## src/rtl/set_assoc_cache_ctrl.sv

```systemverilog
// 2-way, 8-set read-only cache controller with per-set LRU replacement and line refill from memory.
// Defining CACHE_STATS_EN adds saturating hit_count/miss_count outputs.
module set_assoc_cache_ctrl #(
    parameter int STAT_W = 16
) (
    input  logic         clk,
    input  logic         rst_n,
    input  logic         req_valid,
    output logic         req_ready,
    input  logic [11:0]  req_addr,
    input  logic         flush,
    output logic         resp_valid,
    output logic         resp_hit,
    output logic [127:0] resp_line,
    output logic [7:0]   resp_byte,
    output logic         mem_req,
    output logic [7:0]   mem_addr,
    input  logic         mem_valid,
    input  logic [127:0] mem_line
`ifdef CACHE_STATS_EN
    ,
    output logic [STAT_W-1:0] hit_count,
    output logic [STAT_W-1:0] miss_count
`endif
);

    typedef enum logic [1:0] {
        IDLE     = 2'd0,
        LOOKUP   = 2'd1,
        MEM_WAIT = 2'd2,
        RESP     = 2'd3
    } state_t;

    state_t       state_r;
    state_t       state_s;
    logic [11:0]  addr_r;
    logic [1:0]   valid_r [8];
    logic [7:0]   lru_r;
    logic [4:0]   tag_mem  [2][8];
    logic [127:0] line_mem [2][8];

    logic [2:0]   set_s;
    logic [4:0]   tag_s;
    logic [3:0]   off_s;
    logic         hit0_s;
    logic         hit1_s;
    logic         hit_s;
    logic         victim_s;
    logic [127:0] hit_line_s;

    function automatic logic [7:0] byte_sel(input logic [127:0] line, input logic [3:0] off);
        return line[{off, 3'b000} +: 8];
    endfunction

    assign set_s = addr_r[6:4];
    assign tag_s = addr_r[11:7];
    assign off_s = addr_r[3:0];

    assign req_ready = (state_r == IDLE) && !flush;

    // Tag compare, hit line select and victim choice for the latched set.
    always_comb begin
        hit0_s     = valid_r[set_s][0] && (tag_mem[0][set_s] == tag_s);
        hit1_s     = valid_r[set_s][1] && (tag_mem[1][set_s] == tag_s);
        hit_s      = hit0_s || hit1_s;
        hit_line_s = hit1_s ? line_mem[1][set_s] : line_mem[0][set_s];
        if (!valid_r[set_s][0]) begin
            victim_s = 1'b0;
        end else if (!valid_r[set_s][1]) begin
            victim_s = 1'b1;
        end else begin
            victim_s = lru_r[set_s];
        end
    end

    // Next-state logic.
    always_comb begin
        state_s = state_r;
        case (state_r)
            IDLE: begin
                if (req_valid && !flush) begin
                    state_s = LOOKUP;
                end else begin
                    state_s = IDLE;
                end
            end
            LOOKUP: begin
                if (hit_s) begin
                    state_s = RESP;
                end else begin
                    state_s = MEM_WAIT;
                end
            end
            MEM_WAIT: begin
                if (mem_valid) begin
                    state_s = RESP;
                end else begin
                    state_s = MEM_WAIT;
                end
            end
            RESP:    state_s = IDLE;
            default: state_s = IDLE;
        endcase
    end

    // State register.
    always_ff @(posedge clk) begin
        if (!rst_n) begin
            state_r <= IDLE;
        end else begin
            state_r <= state_s;
        end
    end

    // Request latch, valid/LRU bookkeeping and registered response/memory outputs.
    always_ff @(posedge clk) begin
        if (!rst_n) begin
            addr_r     <= 12'h000;
            lru_r      <= 8'h00;
            resp_valid <= 1'b0;
            resp_hit   <= 1'b0;
            resp_line  <= 128'h0;
            resp_byte  <= 8'h00;
            mem_req    <= 1'b0;
            mem_addr   <= 8'h00;
            for (int i = 0; i < 8; i++) begin
                valid_r[i] <= 2'b00;
            end
        end else begin
            case (state_r)
                IDLE: begin
                    if (flush) begin
                        lru_r <= 8'h00;
                        for (int i = 0; i < 8; i++) begin
                            valid_r[i] <= 2'b00;
                        end
                    end else if (req_valid) begin
                        addr_r <= req_addr;
                    end
                end
                LOOKUP: begin
                    if (hit_s) begin
                        // LRU bit names the way to evict next: the one not just used.
                        lru_r[set_s] <= ~hit1_s;
                        resp_valid   <= 1'b1;
                        resp_hit     <= 1'b1;
                        resp_line    <= hit_line_s;
                        resp_byte    <= byte_sel(hit_line_s, off_s);
                    end else begin
                        mem_req  <= 1'b1;
                        mem_addr <= addr_r[11:4];
                    end
                end
                MEM_WAIT: begin
                    if (mem_valid) begin
                        valid_r[set_s][victim_s] <= 1'b1;
                        lru_r[set_s]             <= ~victim_s;
                        mem_req                  <= 1'b0;
                        resp_valid               <= 1'b1;
                        resp_hit                 <= 1'b0;
                        resp_line                <= mem_line;
                        resp_byte                <= byte_sel(mem_line, off_s);
                    end
                end
                RESP: begin
                    resp_valid <= 1'b0;
                end
                default: begin
                    resp_valid <= 1'b0;
                    mem_req    <= 1'b0;
                end
            endcase
        end
    end

    // Tag and line storage; contents are qualified by valid_r so they are never reset.
    always_ff @(posedge clk) begin
        if (rst_n && (state_r == MEM_WAIT) && mem_valid) begin
            tag_mem[victim_s][set_s]  <= tag_s;
            line_mem[victim_s][set_s] <= mem_line;
        end
    end

`ifdef CACHE_STATS_EN
    // Saturating lookup statistics.
    always_ff @(posedge clk) begin
        if (!rst_n) begin
            hit_count  <= {STAT_W{1'b0}};
            miss_count <= {STAT_W{1'b0}};
        end else if (state_r == LOOKUP) begin
            if (hit_s) begin
                if (hit_count != {STAT_W{1'b1}}) begin
                    hit_count <= hit_count + {{(STAT_W-1){1'b0}}, 1'b1};
                end
            end else begin
                if (miss_count != {STAT_W{1'b1}}) begin
                    miss_count <= miss_count + {{(STAT_W-1){1'b0}}, 1'b1};
                end
            end
        end
    end
`endif

endmodule

```

## config.mk

```make
export PLATFORM = sky130hd
export DESIGN_NAME = set_assoc_cache_ctrl
export DESIGN_NICKNAME = d
export VERILOG_FILES = /design/src/rtl/set_assoc_cache_ctrl.sv
export SDC_FILE = /design/constraint.sdc
export NUM_CORES = 2
export LEC_CHECK = 0
export BUFFER_PORTS_ARGS = -buffer_cell sky130_fd_sc_hd__clkbuf_2
export CAP_MARGIN = 0
export CORE_MARGIN = 3
export CORE_UTILIZATION = 40
export DETAILED_ROUTE_END_ITERATION = 7
export PLACE_DENSITY = 0.64
export RECOVER_POWER = 50
export SLEW_MARGIN = 20
export SYNTH_ARGS = -nofsm -noshare
export SYNTH_HDL_FRONTEND = slang
export SYNTH_SLANG_ARGS = --single-unit
```

## constraint.sdc

```tcl
create_clock -name clk -period 11.85 [get_ports clk]
set_input_delay 0 -clock clk [delete_from_list [all_inputs] [get_ports clk]]
set_output_delay 0 -clock clk [all_outputs]
set_load 0.005 [all_outputs]
```

==> results.py <==
metrics = {
    "place": {
        "port_buffers": 292,
        "gp_congestion": 0.9064,
        "place_area_um2": 94060,
        "place_ws_ns": 5.197,
        "dp_hpwl_mm": 172.0,
        "dp.cells": 8640,
    },
    "synthesis": {
        "synth_cells": 5646,
        "ys.flop_type": "edfxtp_1",
        "synthArstFlopShare": 0,
        "seq_area_frac_synth": 0.7607,
        "synth_nets": 5796,
        "ys_seq_elements": 2316,
        "syn-cell-area_um2": 88950,
        "syn_avg_cell_area_um2": 15.75,
        "synth-edff-count": 2128,
        "synth_cell_types": 79,
        "yosysWarningCount": 0,
    },
    "detailed_routing": {
        "drt-total-wl_mm": 315.0,
        "wl_per_cell_um": 34.08,
        "vias_per_cell": 6.314,
        "antenna_left": 0,
        "dr.pass1.iters": 8,
        "drcViolationCount": 0,
        "vias": 58360,
        "drt_iter0_drc": 8442,
    },
    "finish": {
        "final_nets": 6227,
        "final_area_um2": 102700,
        "drive_above_1_share": 0.1143,
        "layout.cells.non_filler": 9242,
        "syn_to_final_growth_pct": 15.48,
    },
    "floorplanning": {
        "rows": 172,
        "io_pins": 293,
        "dieArea_um2": 228100,
        "placeableCoreArea_um2": 220400,
        "die_h_um": 477.6,
        "die_w_um": 477.6,
        "start_util": 0.4036,
    },
    "global_routing": {
        "grt_usage": 0.2684,
        "antenna_found_initial": 38,
        "grt_pass1_vias": 55760,
        "grt_pass1_wl_mm": 437.9,
        "grt_max_degree": 126,
        "gr-total-overflow": 0,
    },
    "pwr": {
        "finalPower_uw": 19180,
        "p_per_area_nw_per_um2": 186.8,
        "leakagePower_uw": 0.03192,
        "peakVddDrop_mv": 0.1515,
    },
    "setup_path": {
        "path_class": "in2reg",
        "crit_fanout": 71,
        "end_kind": "register",
        "start_kind": "input port",
        "worstPathRequired_ns": 12.62,
        "cp.arrival_ns": 8.90,
    },
    "clocking": {
        "cts_root_buffer": "clkbuf_16",
        "cts_max_level": 4,
        "clock-sinks": 2316,
        "cts_setup_buffers": 0,
        "clock_latency_ns": 0.88,
        "cts_tree": "yes",
        "cts_buffer_depth": 3,
        "clk_pin_slew_ns": 0.06,
        "cts-resized-gates": 0,
        "cts_buffers": 220,
    },
    "status": {
        "violations": "capacitance limit, slew limit",
        "status": "finished with violations",
    },
    "sta": {
        "hold_viol": 0,
        "fin_crit_ns": 8.122,
        "grt_setup_unrepaired": "no",
        "timing.final.ws_setup_ns": 3.728,
        "drv_slew": 165,
        "period_share": 0.6854,
        "setup_viol": 0,
        "max_freq_mhz": 123.1,
        "fin_worst_skew_ns": 0.06464,
        "tns_ns": 0,
        "relSlewSlack": -1.924,
        "tightest_slew_ns": 4.385,
    },
    "flow_run": {
        "maxCapViolCount": 3,
    },
    "hold_path": {
        "hp-class": "in2reg",
    },
}
-- sequential cells by signal, indices dropped and copies added (netlist names), 2 cells and up, named ones only --
name,count
line_mem,2048
state_r,2
resp_line,128
lru_r,8
addr_r,12
tag_mem,80
valid_r,16
mem_addr,8
resp_byte,8
-- final timing paths --
kind | from | to | slack [ns] | depth (start not counted)
max reg2reg | addr_r[5]$_SDFFE_PN0P_ | resp_byte[4]$_SDFFE_PN0P_ | 4.75 | 13
min | req_addr[6] | addr_r[6]$_SDFFE_PN0P_ | 0.12 | 4
max | rst_n | resp_byte[6]$_SDFFE_PN0P_ | 3.73 | 11
min reg2reg | valid_r[1][1]$_DFF_P_ | valid_r[1][1]$_DFF_P_ | 0.45 | 1
-- through the flow --
stage            util  hold slack, ns
2_1_floorplan       -         0.04914
4_1_cts        0.4672         0.05068
3_3_place_gp   0.4267          0.2503
6_report       0.4661          0.1202
5_1_grt        0.4660          0.1398
3_5_place_dp   0.4268          0.2562
-- cells in the mapped netlist (25+ instances only) --
library cell | count | area [um2]
mux2_2 | 73 | 822.0
edfxtp_1 | 2128 | 63900
a31oi_1 | 45 | 281.5
a221oi_1 | 194 | 1699
nand2_1 | 365 | 1370
a22oi_1 | 168 | 1261
o211ai_1 | 47 | 352.8
buf_2 | 114 | 570.6
a2111oi_0 | 41 | 359.1
nand3_1 | 39 | 195.2
dfxtp_1 | 188 | 3764
mux2i_1 | 271 | 2713
nor2_1 | 372 | 1396
clkbuf_1 | 206 | 773.2
o22ai_1 | 27 | 168.9
o2111ai_1 | 36 | 315.3
a22o_1 | 136 | 1191
o221a_2 | 25 | 281.5
a21oi_1 | 421 | 2107
nor3_1 | 41 | 205.2
buf_1 | 60 | 225.2
inv_1 | 25 | 93.84
o21ai_0 | 205 | 1026
a221o_1 | 30 | 300.3
a211oi_1 | 43 | 322.8
mux4_2 | 34 | 765.7
-- area by class of cell --
type	count	area, um2
Timing Repair Buffer	612	4280
Fill cell	19000	117700
Sequential cell	2316	67680
Multi-Input combinational cell	2898	19710
Clock buffer	281	5878
Clock inverter	128	1300
Inverter	29	120.1
Tap cell	2958	3701
Antenna cell	20	50.05
-- power breakdown --
| part | switching, uW | total [uW] | internal [uW] |
|---|---|---|---|
| clock | 3080 | 7020 | 3940 |
| combinational | 2020 | 2840 | 815 |
| sequential | 232 | 9330 | 9090 |
| total | 5330 | 19200 | 13900 |
-- layer usage --
metal | GRT usage | share of wire | wire length [um]
met1 | 0.3542 | 0.36 | 114800
met2 | 0.4056 | 0.44 | 140000
met3 | 0.06256 | 0.12 | 37820
met4 | 0.1592 | 0.070 | 22090
met5 | 0 | 0.00051 | 160
-- what timing repair did --
item                                    in CTS  in global routing
hold buffers                               172                  0
endpoints found under the hold margin     2186                  0
endpoints found under the setup margin       0                  0
-- kinds of logic (layout without fill, tap and decap cells) --
kind of cell,count (synthesis),in the layout,synth area share
multiplexers,379,379,0.04847
other,0,20,0
AO/OA/AOI/OAI,1576,1576,0.1243
buffers and inverters,432,1050,0.02101
AND/OR/NAND/NOR,934,934,0.04439
adder cells (fa/ha/maj),5,5,0.0007033
XOR/XNOR,4,4,0.0003939
flip-flops,2316,2316,0.7607
-- critical path, stage by stage --
cell	delay (ns)
dlygate4sd3_1	0.54
clkbuf_2	0.11
buf_4	0.27
clkinvlp_2	1.61
clkbuf_1	1.90
clkbuf_1	3.18
nor3_1	0.09
buf_4	0.37
o211ai_1	0.17
nor4_1	0.23
a311o_1	0.33
-- layout by cell type, fill, tap and decap left out, types with 30 or more instances in the layout --
cell / count
a22o_1: 136
o211ai_1: 47
a21oi_1: 421
nand2_1: 364
o21ai_0: 205
mux2i_1: 271
buf_4: 117
a31oi_1: 45
a2111oi_0: 40
clkinv_1: 52
nor3_1: 37
dfxtp_1: 185
dlygate4sd3_1: 172
clkinv_2: 39
nor2_1: 353
mux2_2: 73
a221o_1: 30
clkbuf_16: 223
a22oi_1: 168
a221oi_1: 194
nand3_1: 38
clkbuf_2: 69
clkbuf_1: 279
edfxtp_1: 2128
mux4_2: 34
a211oi_1: 43
o2111ai_1: 36
No activity file was read; power rests on OpenSTA's default activity.
